## src/rtl/mult_unit_if.sv

```systemverilog
// Request/result bundle between the execute-stage datapath and the iterative multiplier.
// The datapath drives the request side; the multiplier returns the product and its status.
interface mult_unit_if #(
    parameter int unsigned WIDTH = 32
);
    logic             start_mult;
    logic             mult_sign;
    logic [WIDTH-1:0] srca;
    logic [WIDTH-1:0] srcb;
    logic [WIDTH-1:0] hi;
    logic [WIDTH-1:0] lo;
    logic             busy;
    logic             done;

    modport master (
        output start_mult, mult_sign, srca, srcb,
        input  hi, lo, busy, done
    );

    modport slave (
        input  start_mult, mult_sign, srca, srcb,
        output hi, lo, busy, done
    );
endinterface

```

## src/rtl/mult_unit.sv

```systemverilog
// Iterative shift-add WIDTHxWIDTH multiplier with fixed WIDTH-cycle latency.
// Signed operands are reduced to magnitudes at acceptance; the sign is restored on the final step.
module mult_unit #(
    parameter int unsigned WIDTH = 32
) (
    input  logic         clk,
    input  logic         reset,
    mult_unit_if.slave   bus
);
    localparam int unsigned CNT_W = (WIDTH > 1) ? $clog2(WIDTH) : 1;
    localparam int unsigned ACC_W = 2 * WIDTH;

    typedef enum logic [1:0] {
        IDLE = 2'd0,
        CALC = 2'd1,
        DONE = 2'd2
    } state_t;

    state_t             state;
    logic [CNT_W-1:0]   cnt;
    logic [ACC_W-1:0]   acc;
    logic [WIDTH-1:0]   mcand;
    logic [WIDTH-1:0]   mplier;
    logic               neg;
    logic [WIDTH-1:0]   hi_q;
    logic [WIDTH-1:0]   lo_q;
    logic               busy_q;
    logic               done_q;

    logic [WIDTH-1:0]   mag_a;
    logic [WIDTH-1:0]   mag_b;
    logic               neg_in;
    logic [WIDTH-1:0]   addend;
    logic [WIDTH:0]     sum;
    logic [ACC_W:0]     acc_wide;
    logic [ACC_W-1:0]   acc_next;
    logic [ACC_W-1:0]   result;
    logic               last_step;

    // Operand conditioning and one shift-add step of the datapath
    always_comb begin
        mag_a     = (bus.mult_sign && bus.srca[WIDTH-1]) ? (-bus.srca) : bus.srca;
        mag_b     = (bus.mult_sign && bus.srcb[WIDTH-1]) ? (-bus.srcb) : bus.srcb;
        neg_in    = bus.mult_sign & (bus.srca[WIDTH-1] ^ bus.srcb[WIDTH-1]);
        addend    = mplier[0] ? mcand : '0;
        sum       = {1'b0, acc[ACC_W-1:WIDTH]} + {1'b0, addend};
        acc_wide  = {sum, acc[WIDTH-1:0]};
        acc_next  = ACC_W'(acc_wide >> 1);
        result    = neg ? (-acc_next) : acc_next;
        last_step = (cnt == CNT_W'(WIDTH - 1));
    end

    // Control FSM, iteration state and registered outputs
    always_ff @(posedge clk) begin
        if (reset) begin
            state  <= IDLE;
            cnt    <= '0;
            acc    <= '0;
            mcand  <= '0;
            mplier <= '0;
            neg    <= 1'b0;
            hi_q   <= '0;
            lo_q   <= '0;
            busy_q <= 1'b0;
            done_q <= 1'b0;
        end else begin
            case (state)
                IDLE, DONE: begin
                    done_q <= 1'b0;
                    if (bus.start_mult) begin
                        state  <= CALC;
                        busy_q <= 1'b1;
                        mcand  <= mag_a;
                        mplier <= mag_b;
                        neg    <= neg_in;
                        acc    <= '0;
                        cnt    <= '0;
                    end else begin
                        state  <= IDLE;
                        busy_q <= 1'b0;
                    end
                end
                CALC: begin
                    acc    <= acc_next;
                    mplier <= mplier >> 1;
                    cnt    <= cnt + CNT_W'(1);
                    if (last_step) begin
                        {hi_q, lo_q} <= result;
                        state        <= DONE;
                        busy_q       <= 1'b0;
                        done_q       <= 1'b1;
                    end
                end
                default: begin
                    state  <= IDLE;
                    busy_q <= 1'b0;
                    done_q <= 1'b0;
                end
            endcase
        end
    end

    assign bus.hi   = hi_q;
    assign bus.lo   = lo_q;
    assign bus.busy = busy_q;
    assign bus.done = done_q;
endmodule

```

## src/flat_wrapper.sv

```systemverilog
// flat-port wrapper written by rule: the top's interface ports become plain ports
module mult_unit_flat 
#(
    parameter int unsigned WIDTH = 32
)
  (clk, reset, bus_start_mult, bus_mult_sign, bus_srca, bus_srcb, bus_hi, bus_lo, bus_busy, bus_done);
  mult_unit_if #(.WIDTH(WIDTH)) bus_i ();
  input  logic clk;
  input  logic reset;
  input wire logic [$bits(bus_i.start_mult)-1:0] bus_start_mult;
  input wire logic [$bits(bus_i.mult_sign)-1:0] bus_mult_sign;
  input wire logic [$bits(bus_i.srca)-1:0] bus_srca;
  input wire logic [$bits(bus_i.srcb)-1:0] bus_srcb;
  output wire logic [$bits(bus_i.hi)-1:0] bus_hi;
  output wire logic [$bits(bus_i.lo)-1:0] bus_lo;
  output wire logic [$bits(bus_i.busy)-1:0] bus_busy;
  output wire logic [$bits(bus_i.done)-1:0] bus_done;
  assign bus_i.start_mult = bus_start_mult;
  assign bus_i.mult_sign = bus_mult_sign;
  assign bus_i.srca = bus_srca;
  assign bus_i.srcb = bus_srcb;
  assign bus_hi = bus_i.hi;
  assign bus_lo = bus_i.lo;
  assign bus_busy = bus_i.busy;
  assign bus_done = bus_i.done;
  mult_unit #(.WIDTH(WIDTH)) u_core (.clk(clk), .reset(reset), .bus(bus_i));
endmodule
```

## config.mk

```make
export PLATFORM = sky130hd
export DESIGN_NAME = mult_unit_flat
export DESIGN_NICKNAME = d
export VERILOG_FILES = /design/src/rtl/mult_unit_if.sv /design/src/rtl/mult_unit.sv /design/src/flat_wrapper.sv
export SDC_FILE = /design/constraint.sdc
export NUM_CORES = 1
export LEC_CHECK = 0
export CAP_MARGIN = 20
export CORE_ASPECT_RATIO = 0.9
export CORE_MARGIN = 5
export CORE_UTILIZATION = 52
export DETAILED_ROUTE_END_ITERATION = 12
export PLACE_DENSITY = 0.78
export SYNTH_ARGS = -nofsm -noshare
export SYNTH_HDL_FRONTEND = slang
export SYNTH_SLANG_ARGS = --single-unit
```

## constraint.sdc

```tcl
create_clock -name clk -period 4.3 [get_ports clk]
set_input_delay 0.645 -clock clk [delete_from_list [all_inputs] [get_ports clk]]
set_output_delay 0.645 -clock clk [all_outputs]
set_load 0.01 [all_outputs]
```

== Yosys cells after proc, flatten, opt, wreduce, memory -nomap -nowiden ==
Cells that the tools add are included.

* Logic and storage cells: 48
* Flip-flop bits (word level): 202

* Bitwise logic cells: 3
* Equality and inequality tests: 5
* Multiplexer cells: 16
* Reduce and logical (&&, ||, !) cells: 9
* $add $sub $neg: 5

{| class="wikitable"
|+ Operator list
! cell !! count
|-
| two-way mux 32 bit || 4
|-
| two-way mux 64 bit || 2
|-
| one-hot mux 64 bit (2 select lines) || 1
|-
| negator 32 bit || 2
|-
| negator 64 bit || 1
|-
| one-hot mux 32 bit (2 select lines) || 1
|-
| adder 32 x 32 -> 33 bit || 1
|-
| one-hot mux 5 bit (2 select lines) || 1
|-
| AND reduction 2 bit || 3
|-
| adder 5 x 1 -> 5 bit, second input constant || 1
|-
| == test 5 bit, second input constant || 1
|-
| two-way mux 5 bit || 1
|-
| one-hot mux 2 bit (2 select lines) || 1
|-
| OR reduction 2 bit || 2
|-
| two-way mux 1 bit || 3
|-
| == test 2 x 1 -> 1 bit, second input constant || 1
|-
| == test 2 bit, second input constant || 1
|-
| logical AND 1 bit || 2
|-
| zero test 2 bit || 1
|-
| two-way mux 2 bit || 1
|-
| != test 2 x 1 -> 1 bit, second input constant || 1
|-
| != test 2 bit, second input constant || 1
|-
| one-hot mux 1 bit (2 select lines) || 1
|-
| nonzero test 2 bit || 1
|-
| other kinds (3) || 3
|}

== Depth between registers and ports, before layout ==
* Depth after elaboration: 4
* Mapped depth: 15
* Mapped depth without buffers: 13

== Worst setup path before layout ==
No wires, ideal clock.

* Kind: register to register
* Start: register u_core.mplier[0]
* End: register u_core.hi_q[31] (netlist: u_core.bus.hi[31])
* Arrival: 4,200 ps
* Buffers on the path: 1
* Library setup time: 95 ps
* Data required time: 4,205 ps
* Clock period less this slack: 4,296 ps
* Cell stages (with the launch flop): 15
* Path slack: 4 ps
* Path through: dfxtp_1 > clkbuf_1 > and2_1 > ha_1 > fa_1 > a21o_1 > a221oi_2 > nor3_1 > or3_1 > a22oi_1 > nor4b_1 > nand3_1 > or4_4 > or3_1 > o311ai_1

* Longest elaborated chain between the ends: 4

{| class="wikitable"
|+ Ends and longest elaborated chain
! element !! RTL line !! RTL
|-
| start, declared || mult_unit.sv:23 || <nowiki>logic [WIDTH-1:0] mplier;</nowiki>
|-
| start signal, assigned || mult_unit.sv:74 || <nowiki>mplier <= mag_b;</nowiki>
|-
| start signal, assigned || mult_unit.sv:85 || <nowiki>mplier <= mplier >> 1;</nowiki>
|-
| two-way mux 32 bit (*) || mult_unit.sv:45 || <nowiki>addend = mplier[0] ? mcand : '0;</nowiki>
|-
| adder 32 x 32 -> 33 bit (*) || mult_unit.sv:46 || <nowiki>sum = {1'b0, acc[ACC_W-1:WIDTH]} + {1'b0, addend};</nowiki>
|-
| negator 64 bit || mult_unit.sv:49 || <nowiki>result = neg ? (-acc_next) : acc_next;</nowiki>
|-
| two-way mux 64 bit (*) || mult_unit.sv:49 ||
|-
| end signal, assigned || mult_unit.sv:88 || <nowiki>{hi_q, lo_q} <= result;</nowiki>
|-
| end, declared || mult_unit.sv:25 || <nowiki>logic [WIDTH-1:0] hi_q;</nowiki>
|}

Every way passes the cells marked *; elsewhere a longest branch is shown, timed or not.
A chain may end at the register's enable or synchronous reset.

== Worst setup path after layout ==
* Start: register u_core.mplier[0]
* End: register u_core.hi_q[30] (netlist: u_core.bus.hi[30])

The elaborated chain is that of the path after synthesis.

==> impl.org <==
** Yosys
- In this run, distinct cell masters in the synthesized netlist total 74.
- Synthesis handed over a netlist of between 1000 and 1500 instances.
- Sequential area share after synthesis :: about a third
- Syn Area/Cell :: slightly above 8 um^2
- EDFF count, synth :: 0
- Ys Warns :: 0
- Post-synth net total :: 1540
- Number of synthesized register bits :: 200
- The mapped netlist covers 11700 um^2.
- Proportion of register bits with asynchronous set or reset after synthesis :: 0%
- Among all flip-flop cells after synthesis, the most frequent one is sky130_fd_sc_hd__dfxtp_1.

** Clocking
- In this run the clock root is driven by a sky130_fd_sc_hd__clkbuf_16.
- Largest buffer count on any clock path :: 2
- H-tree depth :: 4
- The later pin in the worst-skew pair is clocked with a latency of 0.45 ns.
- Post-CTS Hold Buffers :: 0
- Clock tree synthesis found a total of 200 sinks.
- Clock-pin slew was measured on the worst setup and hold paths at 0.08 ns.
- Num CTS Buffers :: 17
- TritonCTS built the clock tree.

** Timing
- Post-route fraction of the period consumed by the critical path :: 95.5%
- Setup violations remaining at the end of the flow were counted as 0.
- For the final routed database, the setup TNS stands at 0 ns.
- Final max-slew violation count :: 0
- Clock Skew :: 0.0135 ns
- Post-layout worst setup margin :: ~0.19 ns
- Transition at the pin with the smallest max-transition slack :: around 1.0 ns
- The routed design could run at a clock period as short as 4.11 ns.
- Final hold violation count :: 0
- Derived from the worst setup path, the maximum achievable clock frequency is 0.244 GHz.
- The worst pin sits at a relative slew slack of between 30 and 40%.

** Die
- I/O pin cnt :: between 100 and 150
- Initial core utilization :: 52.5%
- Row generation in the floorplan step produced between 50 and 60 rows.
- Vertical extent of the die :: around 150 um
- Die footprint :: around 26000 um^2
- The die is 168 um wide.
- The floorplan step defined a core boundary enclosing 22300 um^2.

** Critical path
- Largest incremental delay on the critical path :: roughly 0.46 ns
- STA classifies the critical path startpoint as a flop.
- The setup check on the worst reg-to-reg path leaves a slack of between 0.15 and 0.2 ns.
- Worst setup EP type :: flop
- Crit-path max FO :: 6
- Crit path cell chain :: buf_4, and2_1, ha_1, fa_2, a21o_1, a221oi_4, nor3_2, buf_4, o21a_1, o21a_1, buf_4, o211a_1, or3_2, o41ai_1, xor2_1, a21oi_1
- Data on the critical path arrives at its endpoint at 4.39 ns.
- Required @ worst endpoint :: about 4.6 ns
- The slowest stage of the critical path belongs to the cell sky130_fd_sc_hd__or3_2.
- The critical path is of the flop to flop type.
- Most frequent CP cell :: sky130_fd_sc_hd__buf_4

** Routing
- Dividing the detail-routed via count by the number of cells gives 5.98.
- Before antenna repair, the detailed router went through 5 iterations.
- The detailed router finished its first iteration with between 800 and 900 violations.
- Detailed-route wire length per cell :: roughly 18 um
- Detailed routing inserted a total of ~11000 vias.
- Routed Antenna Nets :: 0
- After detailed routing, the total wire length is about 34 mm.
- DRC Markers :: 0

** GRT
- Total grt overflow :: 0
- Initial antenna violation count :: 0
- Maximum number of pins on one net before global-route repair :: 80
- Via count of the first global-routing pass :: 10600
- Wire length of the first global-routing pass :: around 54 mm
- Overall track demand over capacity in global routing :: 25.2%

** Min path
- The path class of the tightest hold or removal check is flop to flop.

** Cells and area
- Util after Layout :: around 65%
- Filler instances :: approximately 1900
- In the final layout, the multi-input gates occupy 7310 um^2.
- Final net count :: approximately 1700
- Area growth, synth to finish :: 24.5%
- Layout cell share with drive strength beyond 1 :: between 10% and 20%
- Across the whole layout, storage elements account for between 4000 and 5000 um^2.
- The count of cells in the finished layout, fillers not included, comes to ~1900.

** Power and ir drop
- Static leakage power :: 0.00566 uW
- Overall power consumption after layout is estimated at around 4200 uW.
- IR analysis of the VDD net gives a maximum drop of about 0.00024 V.
- P per Cell Area :: approximately 290 nW/um^2

** Placed design
- Number of buffer cells added on primary ports :: around 130
- Routability-driven placement finished with a final weighted congestion of between 0.9 and 1.
- Placement-stage worst setup slack :: -0.0609 ns
- Cell total after placement :: around 1900
- Detailed placement HPWL :: between 20 and 25 mm

** Status
- The run finished with clean final reports.

** Job
- The tool flagged a number of max-cap violations equal to 0.
## layout make-up
type / instances / area share [%]
repair buffers: 246 / 15.0
flip-flops and latches: 200 / 27.5
clock inverters: 15 / 1.24
clock buffers: 17 / 2.92
well taps: 297 / 2.55
inverters: 25 / 0.644
diodes: 1 / 0.0172
multi-input cells: 1106 / 50.2
## through the flow
step	area, um^2	hold WS (ns)
floorplan	11700	0.423
detailed placement	13800	0.446
finish	14600	0.459
CTS	14500	0.457
global route	14600	0.468
global placement	13800	0.436
## cell usage after synthesis, drive strengths merged (14+ instances only)
cell / instances / share of area, %
inv: 25 / 0.80
or3: 31 / 1.8
o21ai: 84 / 3.6
o41ai: 20 / 1.5
clkbuf: 89 / 2.9
a22o: 57 / 4.3
nor2: 129 / 4.1
a22oi: 32 / 2.1
nor3: 19 / 0.81
a211oi: 76 / 4.9
a21oi: 108 / 4.6
and2: 41 / 2.2
nand4: 15 / 0.80
nor4: 20 / 1.1
a21o: 14 / 0.91
o31ai: 22 / 1.4
dfxtp: 200 / 34
nand3: 28 / 1.2
xor2: 81 / 6.1
nand2: 117 / 3.8
buf: 14 / 0.68
ha: 37 / 4.0
xnor2: 48 / 3.6
## registers in the layout (all words and copies together), names as in the netlist
register	flops
u_core.cnt	5
u_core.mcand	32
u_core.state	2
u_core.acc	63
u_core.bus.hi	32
u_core.neg	1
u_core.bus.lo	32
u_core.bus.done	1
u_core.mplier	32
## kinds of logic after synthesis
family          share of synthesized area (%)
compound gates                           28.5
xor+xnor                                 9.65
fa+ha+maj                                4.13
buf+inv                                  4.34
flops                                    34.2
mux                                     0.267
simple gates                             18.9
## report_power, final
group	switching (uW)	internal, uW	total (uW)
clock network	830	789	1620
registers	39.7	1910	1950
logic	362	263	625
total	1230	2960	4200
## cells in the final DEF (no fill, tap or decap), types with 4 or more instances in the layout
cell	netlist	final
sky130_fd_sc_hd__inv_1	25	25
sky130_fd_sc_hd__a31oi_1	7	7
sky130_fd_sc_hd__ha_1	37	37
sky130_fd_sc_hd__or2_2	7	7
sky130_fd_sc_hd__and3_1	8	8
sky130_fd_sc_hd__clkinv_8	0	5
sky130_fd_sc_hd__o31ai_1	22	22
sky130_fd_sc_hd__a21o_1	13	13
sky130_fd_sc_hd__or4_1	7	7
sky130_fd_sc_hd__o41ai_1	20	19
sky130_fd_sc_hd__o211ai_1	6	6
sky130_fd_sc_hd__o211a_1	7	7
sky130_fd_sc_hd__dfxtp_1	200	199
sky130_fd_sc_hd__nor4_1	19	18
sky130_fd_sc_hd__o31a_1	4	4
sky130_fd_sc_hd__nor3_1	19	16
sky130_fd_sc_hd__nand3_1	28	28
sky130_fd_sc_hd__buf_4	3	112
sky130_fd_sc_hd__o22ai_1	6	5
sky130_fd_sc_hd__nor2_1	129	127
sky130_fd_sc_hd__xor2_1	81	80
sky130_fd_sc_hd__a22o_1	55	55
sky130_fd_sc_hd__nand2_1	117	117
sky130_fd_sc_hd__clkdlybuf4s50_1	0	132
sky130_fd_sc_hd__nand3b_1	5	5
sky130_fd_sc_hd__and2_1	41	40
sky130_fd_sc_hd__a21oi_1	108	107
sky130_fd_sc_hd__xnor2_1	48	48
sky130_fd_sc_hd__a22oi_1	32	31
sky130_fd_sc_hd__a311oi_1	13	13
sky130_fd_sc_hd__o21a_1	7	7
sky130_fd_sc_hd__o21ai_0	84	82
sky130_fd_sc_hd__clkbuf_16	0	17
sky130_fd_sc_hd__or3_1	26	26
sky130_fd_sc_hd__a211oi_1	76	75
sky130_fd_sc_hd__nand4_1	15	15
sky130_fd_sc_hd__nand2b_1	7	7
## critical path: cells and delay by family (launching register included)
| family | cells | cell delay, ns |
|---|---|---|
| DFF | 1 | 0.32 |
| AOI/OAI and AO/OA | 7 | 1.74 |
| xor gates and xnor gates | 1 | 0.17 |
| and+or+nand+nor | 3 | 0.72 |
| buffers and inverters | 3 | 0.45 |
| adders and majority gates | 2 | 0.56 |
## path summary, 6_finish.rpt
| check | startpoint | end | cells after the start |
|---|---|---|---|
| setup / recovery | u_core.mplier[0] | u_core.bus.hi[30] | 16 |
| hold / removal | u_core.mplier[31] | u_core.mplier[31] | 2 |
| setup reg to reg | u_core.mplier[0] | u_core.bus.hi[30] | 16 |
| hold reg to reg | u_core.mplier[31] | u_core.mplier[31] | 2 |
## per-layer routing
| metal | global-route usage, % | part of all wire, % | up-vias |
|---|---|---|---|
| met4 | 5.87 | 1.4 | 0 |
| li1 | - | - | 5629 |
| met5 | 0 | 0 | - |
| met3 | 5.14 | 7.7 | 41 |
| met2 | 39.6 | 45 | 396 |
| met1 | 35.6 | 46 | 5346 |
## what timing repair did
action	CTS	global route
endpoints found under the setup margin	2	11
hold endpoints to repair	0	0
setup buffers	0	3
gates resized for setup	1	19
pin swaps	0	8
(Power assumes the default switching activity.)
